$ cat config.mk
export PLATFORM = sky130hd
export DESIGN_NAME = iob_rr_merge
export DESIGN_NICKNAME = d
export VERILOG_FILES = /design/src/rtl/iob_rr_merge.sv
export SDC_FILE = /design/constraint.sdc
export NUM_CORES = 1
export LEC_CHECK = 0
export CAP_MARGIN = 20
export CORE_UTILIZATION = 47
export CTS_BUF_LIST = sky130_fd_sc_hd__clkbuf_8
export CTS_CLUSTER_DIAMETER = 30
export CTS_CLUSTER_SIZE = 10
export DETAILED_ROUTE_END_ITERATION = 10
export MAX_ROUTING_LAYER = met4
export PLACE_DENSITY = 0.89
export SETUP_SLACK_MARGIN = 0.4
export SYNTH_ARGS = -nofsm -noshare
export SYNTH_HDL_FRONTEND = slang
export SYNTH_SLANG_ARGS = --single-unit
$ cat constraint.sdc
create_clock -name clk_i -period 22 [get_ports clk_i]
set_clock_uncertainty 0.05 [all_clocks]
set_input_delay 6.6 -clock clk_i [delete_from_list [all_inputs] [get_ports clk_i]]
set_output_delay 6.6 -clock clk_i [all_outputs]
set_load 0.05 [all_outputs]
$ cat src/rtl/iob_rr_merge.sv
// iob_rr_merge: round-robin merge of N native-bus masters onto one slave.
// One buffered request per master, one transaction in flight, optional timeout.
module iob_rr_merge #(
  parameter int N_MASTERS = 2,
  parameter int DATA_W    = 32,
  parameter int ADDR_W    = 32,
  parameter int TIMEOUT   = 0
) (
  input  logic                          clk_i,
  input  logic                          rst_n_i,
  input  logic [N_MASTERS-1:0]          m_valid_i,
  input  logic [N_MASTERS*ADDR_W-1:0]   m_addr_i,
  input  logic [N_MASTERS*DATA_W-1:0]   m_wdata_i,
  input  logic [N_MASTERS*DATA_W/8-1:0] m_wstrb_i,
  output logic [N_MASTERS*DATA_W-1:0]   m_rdata_o,
  output logic [N_MASTERS-1:0]          m_ready_o,
  output logic                          s_valid_o,
  output logic [ADDR_W-1:0]             s_addr_o,
  output logic [DATA_W-1:0]             s_wdata_o,
  output logic [DATA_W/8-1:0]           s_wstrb_o,
  input  logic [DATA_W-1:0]             s_rdata_i,
  input  logic                          s_ready_i,
  output logic                          busy_o,
  output logic [$clog2(N_MASTERS)-1:0]  grant_o,
  output logic                          err_o
);

  localparam int SW = DATA_W / 8;
  localparam int GW = $clog2(N_MASTERS);

  typedef enum logic [1:0] {
    IDLE,
    ISSUE,
    WAIT
  } state_t;

  state_t               state;
  logic [GW-1:0]        ptr;
  logic [GW-1:0]        sel;
  logic [GW:0]          idx;
  logic                 found;
  logic [N_MASTERS-1:0] pending;
  logic [N_MASTERS-1:0] done;
  logic [N_MASTERS-1:0] load;
  logic                 active;
  logic                 ack;
  logic                 tmo;
  logic                 fin;

  logic [ADDR_W-1:0] buf_addr  [N_MASTERS];
  logic [DATA_W-1:0] buf_wdata [N_MASTERS];
  logic [SW-1:0]     buf_wstrb [N_MASTERS];

  // Reset gates every completion so a response during reset is dropped.
  assign active = rst_n_i && (state != IDLE);
  assign ack    = active && s_ready_i;
  assign fin    = ack || tmo;
  assign busy_o = active;
  assign err_o  = tmo;

  assign s_valid_o = rst_n_i && (state == ISSUE);
  assign s_addr_o  = s_valid_o ? buf_addr[grant_o]  : '0;
  assign s_wdata_o = s_valid_o ? buf_wdata[grant_o] : '0;
  assign s_wstrb_o = s_valid_o ? buf_wstrb[grant_o] : '0;

  for (genvar k = 0; k < N_MASTERS; k++) begin : g_m
    assign done[k] = fin && (grant_o == GW'(k));
    assign load[k] = rst_n_i && m_valid_i[k]
                   && (!pending[k] || done[k]);
    assign m_ready_o[k] = done[k];
    assign m_rdata_o[k*DATA_W +: DATA_W] =
      (done[k] && ack) ? s_rdata_i : '0;
  end

  // First pending master at or above ptr, wrapping.
  always_comb begin
    sel   = ptr;
    found = 1'b0;
    idx   = '0;
    for (int i = 0; i < N_MASTERS; i++) begin
      idx = {1'b0, ptr} + (GW+1)'(i);
      if (idx >= (GW+1)'(N_MASTERS))
        idx = idx - (GW+1)'(N_MASTERS);
      if (!found && pending[idx[GW-1:0]]) begin
        sel   = idx[GW-1:0];
        found = 1'b1;
      end
    end
  end

  always_ff @(posedge clk_i) begin
    if (!rst_n_i) begin
      pending <= '0;
      for (int k = 0; k < N_MASTERS; k++) begin
        buf_addr[k]  <= '0;
        buf_wdata[k] <= '0;
        buf_wstrb[k] <= '0;
      end
    end else begin
      for (int k = 0; k < N_MASTERS; k++) begin
        if (load[k]) begin
          buf_addr[k]  <= m_addr_i[k*ADDR_W +: ADDR_W];
          buf_wdata[k] <= m_wdata_i[k*DATA_W +: DATA_W];
          buf_wstrb[k] <= m_wstrb_i[k*SW +: SW];
          pending[k]   <= 1'b1;
        end else if (done[k]) begin
          pending[k] <= 1'b0;
        end
      end
    end
  end

  always_ff @(posedge clk_i) begin
    if (!rst_n_i) begin
      state   <= IDLE;
      ptr     <= '0;
      grant_o <= '0;
    end else begin
      unique case (state)
        IDLE: begin
          if (found) begin
            grant_o <= sel;
            state   <= ISSUE;
          end
        end
        ISSUE, WAIT: begin
          if (fin) begin
            state <= IDLE;
            ptr   <= (grant_o == GW'(N_MASTERS-1))
                   ? '0 : grant_o + 1'b1;
          end else begin
            state <= WAIT;
          end
        end
        default: state <= IDLE;
      endcase
    end
  end

  if (TIMEOUT > 0) begin : g_tmo
    logic [15:0] cnt;
    // Held at zero while idle, so it starts from zero in ISSUE.
    always_ff @(posedge clk_i) begin
      if (!rst_n_i || state == IDLE) cnt <= '0;
      else                           cnt <= cnt + 16'd1;
    end
    assign tmo = active && !s_ready_i
              && (cnt == 16'(TIMEOUT));
  end else begin : g_no_tmo
    assign tmo = 1'b0;
  end

endmodule

==> results.ini <==
[floorplanning]
fp.dieH_um = 123.5
die_width_um = 123.5
coreArea_um2 = 14480
start_util_pct = 47.92
die-area_um2 = 15250
num_io_pins = 311
num_rows = 44

[critical_path]
setup.worst_path.start = s_ready_i
critPathLaunchType = primary input
slowest_stage = clkdlybuf4s50_1
cp.arrival_ns = 9.23
path_class = primary input to output port
cp-end-kind = output port
worst-endpoint-required_ns = 15.35
reg2reg_depth = 6
crit_top_cell = clkdlybuf4s50_1
slowest_delay_ns = 0.82
path_cells = clkdlybuf4s50_1 -> nor2b_1 -> and3_1 -> and2_1 -> clkdlybuf4s50_1
rr_startpoint = state[0]$_SDFFE_PN0P_
crit_fanout = 34

[timing]
period_share_pct = 72.19
fmax_mhz = 62.97
fin_tns_setup_ns = 0
fin_crit_ns = 15.88
tightestPinTransition_ns = 0.9449
final_max_slew_viol_count = 0
rsz0062_at_grt = false
relSlewSlack_pct = 37.01
setup_viol = 0
hold_viol_final = 0

[clock_tree]
clockBufferDepth = 2
cts.repair.resized = 0
clock_sinks = 143
cts.hold.buffers_added = 0
clk_latency_ns = 0.42
cts_tree = yes
htree_num_levels = 4
cts_setup_buffers = 0
root_buffer = clkbuf_8
cts_buffers = 17
clkTransAtPathRegs_ns = 0.08

[run_status]
outcome = complete, no violations

[synth]
synth_common_cells = and3_1 (137), edfxtp_1 (136), nor2_1 (72)
yosysMostFrequentCell = and3_1
synth_adder_area_share_pct = 0.5410
synth_nets = 750
synth_compound_area_share_pct = 1.461
synth_edf_count = 136
synth_top_family_by_area = simple AND/OR/NAND/NOR gates
synth_area_um2 = 6938
syn_inst = 574
synth_simple_gate_area_share_pct = 23.14
synth_xor_area_share_pct = 0
synthArstFlopShare_pct = 0
yosysUniqueCellTypes = 29
syn_avg_cell_area_um2 = 12.09
ys_ff_latch = 143
synth_mux_area_share_pct = 9.955
synth_ff_type = edfxtp_1
synthDominantCellAreaShare_pct = 58.86
yosysSeqAreaShare_pct = 60.88
synthTopCellsByArea = edfxtp_1 (59%), and3_1 (12%), mux2i_1 (10%), and2_1 (5.8%), nor2_1 (3.9%)
yosysTopAreaCell = edfxtp_1
synth_warnings = 0

[detailed_routing]
wl_per_cell_um = 18.21
avgViaCountPerCell = 5.220
postRouteAntennaNets = 0
dr_total_vias = 5502
first_pass_iters = 4
drc = 0
drtIter0Drc = 409
routed_wl_um = 19190

[grt]
grt_max_degree = 145
antenna_found_initial = 2
overflow = 0
grt_pass1_wl_um = 27300
grt_pass1_vias = 5198
grt_use_total_pct = 25.22

[layout]
fin_util_pct = 72.01
fillers = 1015
final_nets = 1031
syn2layout_area_growth_pct = 50.28
drive_gt1_share_pct = 4.839

[job]
cap_violations = 0

[pwr]
p_leak_nw = 4.167
pwr-share-seq_pct = 48.6
share_comb_of_total_power_pct = 26.7
power_density_nw_per_um2 = 68.05
ir_drop_mv = 0.04412
intPower_mw = 0.4887
clock_power_share_pct = 24.8
p_sw_share_pct = 31.12
net-switching-power_mw = 0.2208

[placed_design]
globalplace.congestion = 0.8098
io_buffers = 309
hpwl_um = 13270

[worst_hold_path]
hold_depth = 2
min_path_type = flop to flop
min_from = state[0]$_SDFFE_PN0P_

[stage by stage]
step / total power [mW] / worst slack (ns) / cells / instance area (um^2) / hold slack (ns)
global route: 0.7387 / 5.932 / 1054 / 10430 / 0.4936
finish: 0.7095 / 6.119 / 1054 / 10430 / 0.4493
global placement: 0.5364 / 5.919 / 1019 / 10070 / 0.4379
floorplan: 0.4678 / 7.089 / 574 / 6938 / 0.4182
detailed placement: 0.5400 / 5.860 / 1019 / 10070 / 0.4431
CTS: 0.7134 / 5.861 / 1051 / 10400 / 0.4570
[worst paths after layout]
| path | to | slack [ns] |
|---|---|---|
| worst min register to register | state[0]$_SDFFE_PN0P_ | 0.45 |
| worst max-delay path | m_rdata_o[35] | 6.12 |
| worst min-delay path | state[0]$_SDFFE_PN0P_ | 0.45 |
| worst max register to register | buf_addr[1][25]$_SDFFCE_PN0P_ | 19.49 |
[power groups by stage]
stage          clock network [mW]  registers (mW)  logic (mW)
2_1_floorplan                   0           0.347       0.121
3_3_place_gp                    0           0.349       0.187
3_5_place_dp                    0           0.351       0.189
4_1_cts                     0.179           0.345       0.190
5_1_grt                     0.189           0.348       0.202
6_report                    0.176           0.345       0.189
[layout make-up]
cell class | count | area (um^2) | area share (%)
Multi-Input combinational cell | 372 | 2460 | 23.59
Tap cell | 184 | 230.2 | 2.208
Inverter | 5 | 18.77 | 0.1800
Clock inverter | 15 | 95.09 | 0.9120
Antenna cell | 2 | 5.005 | 0.04800
Timing Repair Buffer | 316 | 3156 | 30.27
Clock buffer | 17 | 234.0 | 2.244
Sequential cell | 143 | 4228 | 40.55
[worst max-delay path: cells and delay by family]
family,cells,cell delay (ns)
buffers and inverters,2,1.33
AND/OR/NAND/NOR,3,1.29
[per-layer routing]
metal	global-route usage, %	routed length, um	vias up
li1	-	-	2615
met1	28.04	7098	2577
met2	43.78	9953	281
met3	6.504	1728	29
met4	8.735	412	0
met5	-	0	-
[cell families (layout without fill, tap and decap cells)]
kind of cell / Yosys count / count (layout)
compound gates: 13 / 13
fa+ha+maj: 3 / 3
buf+inv: 59 / 353
flops: 143 / 143
mux: 69 / 69
other cells: 1 / 3
simple gates: 286 / 286
[flip-flops by register name, summed over array words and instances (netlist names), named ones only]
signal     flops
pending        2
state          2
grant_o        1
buf_wdata     64
buf_addr      64
buf_wstrb      8
ptr            1
[layout by cell type, fill, tap and decap left out, drive strengths merged, types with 4 or more instances in the layout]
cell type      netlist  layout
and2                64      64
and3               137     137
buf                 17       8
clkbuf              37      17
clkdlybuf4s50        0     308
clkinv               0       7
clkinvlp             0       4
dfxtp                7       7
edfxtp             136     136
inv                  5       9
mux2i               69      69
nand2                6       6
nor2                72      72
Power figures use the tool's default switching activity.
